<file path="src/rtl/ram_access_arbiter.sv">
// ram_access_arbiter: round-robin arbiter serialising two requesters onto a dual-port RAM
module ram_access_arbiter #(
  parameter int DATA_WIDTH = 64,
  parameter int ADDR_WIDTH = 12
) (
  input  logic                  clock,
  input  logic                  reset,
  input  logic                  req_a,
  input  logic                  we_a,
  input  logic [ADDR_WIDTH-1:0] addr_a,
  input  logic [DATA_WIDTH-1:0] wdata_a,
  input  logic                  req_b,
  input  logic                  we_b,
  input  logic [ADDR_WIDTH-1:0] addr_b,
  input  logic [DATA_WIDTH-1:0] wdata_b,
  output logic                  ack_a,
  output logic                  ack_b,
  output logic [DATA_WIDTH-1:0] rdata,
  output logic                  busy,
  output logic                  ram_write,
  output logic [ADDR_WIDTH-1:0] ram_wr_address,
  output logic [DATA_WIDTH-1:0] ram_data_in,
  output logic                  ram_read,
  output logic [ADDR_WIDTH-1:0] ram_rd_address,
  input  logic [DATA_WIDTH-1:0] ram_data_out
);
  typedef enum logic [1:0] {IDLE, WRITE, READ, RDATA} state_t;
  state_t state, next_state;
  logic owner, last_grant, pick_b, done;
  logic [ADDR_WIDTH-1:0] cap_addr;
  logic [DATA_WIDTH-1:0] cap_wdata;
  // owner/last_grant: 0 = A, 1 = B; B wins alone or when both ask and A was served last
  assign pick_b = req_b & (~req_a | ~last_grant);
  always_ff @(posedge clock) begin
    if (reset) begin
      state      <= IDLE;
      owner      <= 1'b0;
      last_grant <= 1'b1;
      cap_addr   <= '0;
      cap_wdata  <= '0;
    end else begin
      state <= next_state;
      if (state == IDLE && (req_a | req_b)) begin
        owner      <= pick_b;
        last_grant <= pick_b;
        cap_addr   <= pick_b ? addr_b : addr_a;
        cap_wdata  <= pick_b ? wdata_b : wdata_a;
      end
    end
  end
  always_comb begin
    next_state = state == READ ? RDATA :
                 state != IDLE ? IDLE :
                 !(req_a | req_b) ? IDLE :
                 (pick_b ? we_b : we_a) ? WRITE : READ;
  end
  always_comb begin
    ram_write      = state == WRITE;
    ram_read       = state == READ;
    ram_wr_address = ram_write ? cap_addr : '0;
    ram_data_in    = ram_write ? cap_wdata : '0;
    ram_rd_address = ram_read ? cap_addr : '0;
    done           = ram_write | (state == RDATA);
    ack_a          = done & ~owner;
    ack_b          = done & owner;
    rdata          = state == RDATA ? ram_data_out : '0;
    busy           = state != IDLE;
  end
endmodule

</file>
<file path="config.mk">
export PLATFORM = sky130hd
export DESIGN_NAME = ram_access_arbiter
export DESIGN_NICKNAME = d
export VERILOG_FILES = /design/src/rtl/ram_access_arbiter.sv
export SDC_FILE = /design/constraint.sdc
export NUM_CORES = 1
export LEC_CHECK = 0
export ABC_AREA = 1
export BUFFER_PORTS_ARGS = -buffer_cell sky130_fd_sc_hd__buf_2
export CAP_MARGIN = 20
export CORE_AREA = 2 2 148 150
export DETAILED_ROUTE_END_ITERATION = 10
export DIE_AREA = 0 0 150 152
export GPL_TIMING_DRIVEN = 0
export PLACE_DENSITY = 0.55
export SLEW_MARGIN = 20
export SYNTH_ARGS = -nofsm -noshare
export SYNTH_HDL_FRONTEND = slang
export SYNTH_SLANG_ARGS = --single-unit
export TNS_END_PERCENT = 20
</file>
<file path="constraint.sdc">
create_clock -name clock -period 1.6 [get_ports clock]
set_clock_uncertainty 0.1 [all_clocks]
set_input_delay 0.32 -clock clock [delete_from_list [all_inputs] [get_ports clock]]
set_output_delay 0.32 -clock clock [all_outputs]
set_load 0.02 [all_outputs]
</file>
Word level (Yosys, flattened, before mapping)
Index checks and enable logic that the tools add are counted.
{"block": "totals", "ff_bits": 80, "latch_bits": 0, "mem_bits_rw": 0, "mem_bits_ro": 0, "out_inout_bits": 157, "elab_cells": 31, "n_memories": 0}
{"block": "op_classes", "addsub": 0, "multipliers": 0, "div": 0, "order_cmp": 0, "eq_ne": 3, "shifts": 0, "muxes": 11, "n_bitwise": 9, "n_reduce_logical": 3}
{"cell": "two-way mux 64 bit", "n": 3}
{"cell": "two-way mux 12 bit", "n": 3}
{"cell": "two-way mux 2 bit", "n": 4}
{"cell": "equality test 2 bit, second input constant", "n": 2}
{"cell": "bitwise AND 1 bit", "n": 3}
{"cell": "NOT 1 bit", "n": 3}
{"cell": "OR 1 bit", "n": 3}
{"cell": "equality test 2 x 1 -> 1 bit, second input constant", "n": 1}
{"cell": "zero test 2 bit", "n": 1}
{"cell": "nonzero test 2 bit", "n": 1}
{"cell": "logical AND 1 bit", "n": 1}
{"cell": "two-way mux 1 bit", "n": 1}

Depth between registers and ports, before layout
{"block": "logic_depth", "ltp_word": 8, "depth_mapped": 8, "mapped_depth_nobuf": 6}

Worst setup path after synthesis
OpenSTA, ideal clock, no wires.
{"block": "synth_path", "kind": "reg2out", "startpoint": "register state[1]", "endpoint": "output port ram_rd_address[10]", "arrival_time_ns": 1.398, "required_time_ns": 1.180, "setup_slack_ns": -0.218, "path_stages_with_launch": 6, "path_cell_list": "dfxtp_1 inv_2 nor2_1 inv_1 clkbuf_1 nor2_1"}
{"block": "synth_via", "elab_chain_cells": 2}
{"item": "start, declared", "line_no": "28", "source": "state_t state, next_state;"}
{"item": "start signal, assigned", "line_no": "42", "source": "state <= next_state;"}
{"item": "equality test 2 bit", "line_no": "59", "source": "ram_read = state == READ;"}
{"item": "net ram_read", "line_no": "23", "source": "output logic ram_read,"}
{"item": "two-way mux 12 bit", "line_no": "62", "source": "ram_rd_address = ram_read ? cap_addr : '0;"}
{"item": "end, declared", "line_no": "24", "source": "output logic [ADDR_WIDTH-1:0] ram_rd_address,"}
The timed path passes the listed nets, and every way through them passes these cells.

Worst setup path after layout
{"block": "layout_path", "startpoint": "register state[0]", "endpoint": "output port ram_data_in[23]"}
{"block": "layout_via", "elab_chain_cells": 2}
{"item": "equality test 2 x 1 -> 1 bit", "line_no": "58", "source": "ram_write = state == WRITE;"}
{"item": "two-way mux 64 bit", "line_no": "61", "source": "ram_data_in = ram_write ? cap_wdata : '0;"}
{"item": "end, declared", "line_no": "22", "source": "output logic [DATA_WIDTH-1:0] ram_data_in,"}
No other way between the ends.

==> run_results.csv <==
group,metric,value,unit
synthesis,synth_adder_area_share,0,%
floorplanning,die-area,0.0228,mm^2
placement,post-place-ws,-446,ps
critical_path,cp.arrival,1500,ps
critical_path,cp-start-kind,"register",
final_layout,design_area,0.00893,mm^2
synthesis,synth_top_family_by_area,"simple AND/OR/NAND/NOR gates",
pwr,powerDensity,886,mW/mm^2
critical_path,regToRegSetupSlack,50,ps
placement,gp_routability_congestion,0.837,
cts,cts-root-buf,"clkbuf_16",
cts,clk_path_buf_depth,2,
floorplanning,start_util,24.5,%
synthesis,synth_simple_gate_area_share,40.1,%
critical_path,max_stage_delay,380,ps
timing,tightest_slew,509,ps
routing,wl,23.9,mm
critical_path,reg2reg_depth,8,
timing,relSlewSlack,66.1,%
run_status,outcome,"complete, but fails checks",
synthesis,synthMuxAreaShare,0,%
synthesis,syn_area_per_cell,5.27,um^2
timing,layout_min_cycle_time,1920,ps
synthesis,syn_nets,1215,
routing,post-route-drc-count,0,
synthesis,ys_types,18,
critical_path,path_cells,"inv_4 -> nor2_4 -> inv_4 -> buf_12 -> buf_12 -> nor2_4 -> buf_6",
global_route,grt_max_degree,15,
timing,maxSlewViolCount,0,
timing,rsz0062_at_grt,"true",
synthesis,synthCells,993,
routing,num_vias,6851,
timing,max_clock_freq,520,MHz
timing,setup_slack,-323,ps
final_layout,drive_gt1_share,37.9,%
timing,hold-worst-slack,107,ps
cts,clk_pin_slew,60,ps
floorplanning,die_h,152,um
synthesis,synth-xor-area-share,0,%
final_layout,filler_cell_count,2395,
routing,antenna_left,0,
run_status,violations,"negative setup slack",
synthesis,synth-compound-area-share,7.55,%
final_layout,final-seq-area,0.00161,mm^2
floorplanning,num_rows,54,
placement,placed_cell_area,0.00769,mm^2
timing,hold_viol,0,
critical_path,end_kind,"output pin",
critical_path,timing.rr.start,"state[0]",
critical_path,r2r-end,"cap_addr[3]",
critical_path,cp_max_fo,10,
final_layout,multiInputGateArea,0.00289,mm^2
critical_path,cp-startpoint,"state[0]",
global_route,grt-ovfl-total,0,
global_route,grt_pass1_vias,6552,
routing,post_drt_via_cell_ratio,4.10,
cts,cts_sinks,80,
min_path,hold_path_class,"in2reg",
routing,dr.pass1.iters,4,
placement,port_buffers,377,
routing,drt_iter0_drc,219,
critical_path,crit_path_top_delay_cell,"dfxtp_4",
cts,clk_latency,340,ps
critical_path,cp.required,1180,ps
final_layout,syn2layout_area_growth,70.6,%
floorplanning,io_pins,379,
synthesis,synth_area,0.00524,mm^2
routing,wl_per_cell,14.3,um
timing,setup_viol,148,
cts,cts_tree,"done",
timing,min_period_over_period,120,%
cts,numCtsBuffers,9,
floorplanning,die_w,150,um
pwr,ir_drop,515,uV
global_route,grt_usage,20.1,%
synthesis,ys_seq_area_share,30.6,%
placement,dpl.hpwl,18.9,mm
pwr,power_leakage,0.00526,uW
cts,holdBufCountCts,0,
floorplanning,core_area,0.0214,mm^2
cts,htreeDepth,3,
global_route,grt_first_pass_wirelength,34.9,mm
synthesis,ys_warn_count,0,
final_layout,num-nets-final,1606,
critical_path,worstSetupEndpoint,"ram_data_in[23]",
critical_path,worstSetupPathType,"reg2out",
global_route,antenna_found_initial,6,
job,maxCapViolCount,0,
synthesis,synth-seq-cells,80,
==> through the flow <==
step	utilization, %	std cells	power (uW)	setup TNS, ps
after floorplan	-	993	4170	-2630
after global placement	36.0	1650	5110	-44710
after detailed placement	36.0	1650	5140	-44480
after CTS	41.0	1668	7960	-36650
after global routing	41.8	1670	8460	-44710
final	41.8	1671	7920	-31770
==> final cells by class <==
type | instances | area share, %
antenna | 2 | 0.0560
inverter | 225 | 9.54
buffer | 57 | 5.53
sequential | 80 | 18.0
clock buffer | 10 | 2.56
tap | 280 | 3.92
multi-input combinational | 631 | 32.4
timing repair buffer | 380 | 26.7
clock inverter | 6 | 1.29
==> worst max-delay path: cells and delay by family (launching register included) <==
kind / cells / cell delay, ps
buffers and inverters: 5 / 560
DFF: 1 / 380
and+or+nand+nor: 2 / 210
==> timing repair <==
action | 4_1_cts | 5_1_grt
gates cloned | 1 | 0
endpoints found under the hold margin | 0 | 0
buffers inserted | 1 | 1
setup endpoints to repair | 212 | 202
gates resized for setup | 220 | 49
==> flip-flops by register name (all words and copies together) (netlist names) <==
name and count:
last_grant 1, cap_addr 12, cap_wdata 64, owner 1, state 2
==> layout by cell type (no fill, tap or decap) <==
cell          n
buf_12        6
dfxtp_4       2
dfxtp_1      78
clkbuf_8      5
nor2_1      315
o21ai_1       1
o21ai_0      75
a21oi_1       3
bufbuf_16     1
diode_2       2
clkbuf_4      8
nand4_1       1
nand2_4       2
buf_6        53
clkbuf_2      1
buf_2       288
inv_4         3
nor2_4       44
nand2_2       2
bufinv_16     3
inv_2         2
nor2_2       26
clkbuf_16    10
clkinvlp_4    1
buf_4        67
inv_1       220
clkbuf_1      8
inv_6         2
nand2_1     157
nand3_1       5
==> synthesized netlist by cell type <==
cell | number | area (um^2)
nor2_4 | 1 | 11.3
clkbuf_1 | 17 | 63.8
nor2_2 | 2 | 12.5
o21ai_0 | 75 | 375
nor2_1 | 382 | 1430
clkbuf_2 | 1 | 5.00
nand2_1 | 159 | 597
buf_2 | 31 | 155
dfxtp_1 | 80 | 1600
o21ai_1 | 1 | 5.00
buf_4 | 5 | 37.5
nand3_1 | 5 | 25.0
buf_6 | 3 | 33.8
nand4_1 | 1 | 6.26
inv_2 | 4 | 15.0
inv_1 | 221 | 830
nand2_2 | 2 | 12.5
a21oi_1 | 3 | 15.0
==> cells by family (layout without fill, tap and decap cells) <==
logic type | after synthesis | in the layout
buffers and inverters | 282 | 678
flip-flops | 80 | 80
AO/OA/AOI/OAI | 79 | 79
AND/OR/NAND/NOR | 552 | 552
other | 0 | 2
==> layer usage <==
layer	GRT usage (%)	part of all wire [%]
met5	0	0.18
met4	5.62	1.9
met3	6.55	8.6
met2	35.7	49
met1	22.7	41
==> worst min-delay path by stage <==
stage	from	endpoint	slack, ps	cells after the start
after detailed placement	last_grant	last_grant	350	2
after floorplan	reset	owner	290	1
final	reset	state[0]	110	2
after global placement	last_grant	last_grant	340	2
after global routing	reset	state[1]	100	2
after CTS	reset	state[0]	90	2
==> where the power goes <==
group	switching, uW	total [uW]	internal [uW]
clock	890	2430	1540
combinational	1840	3010	1170
sequential	152	2480	2320
total	2880	7920	5030
Power figures use the tool's default switching activity.
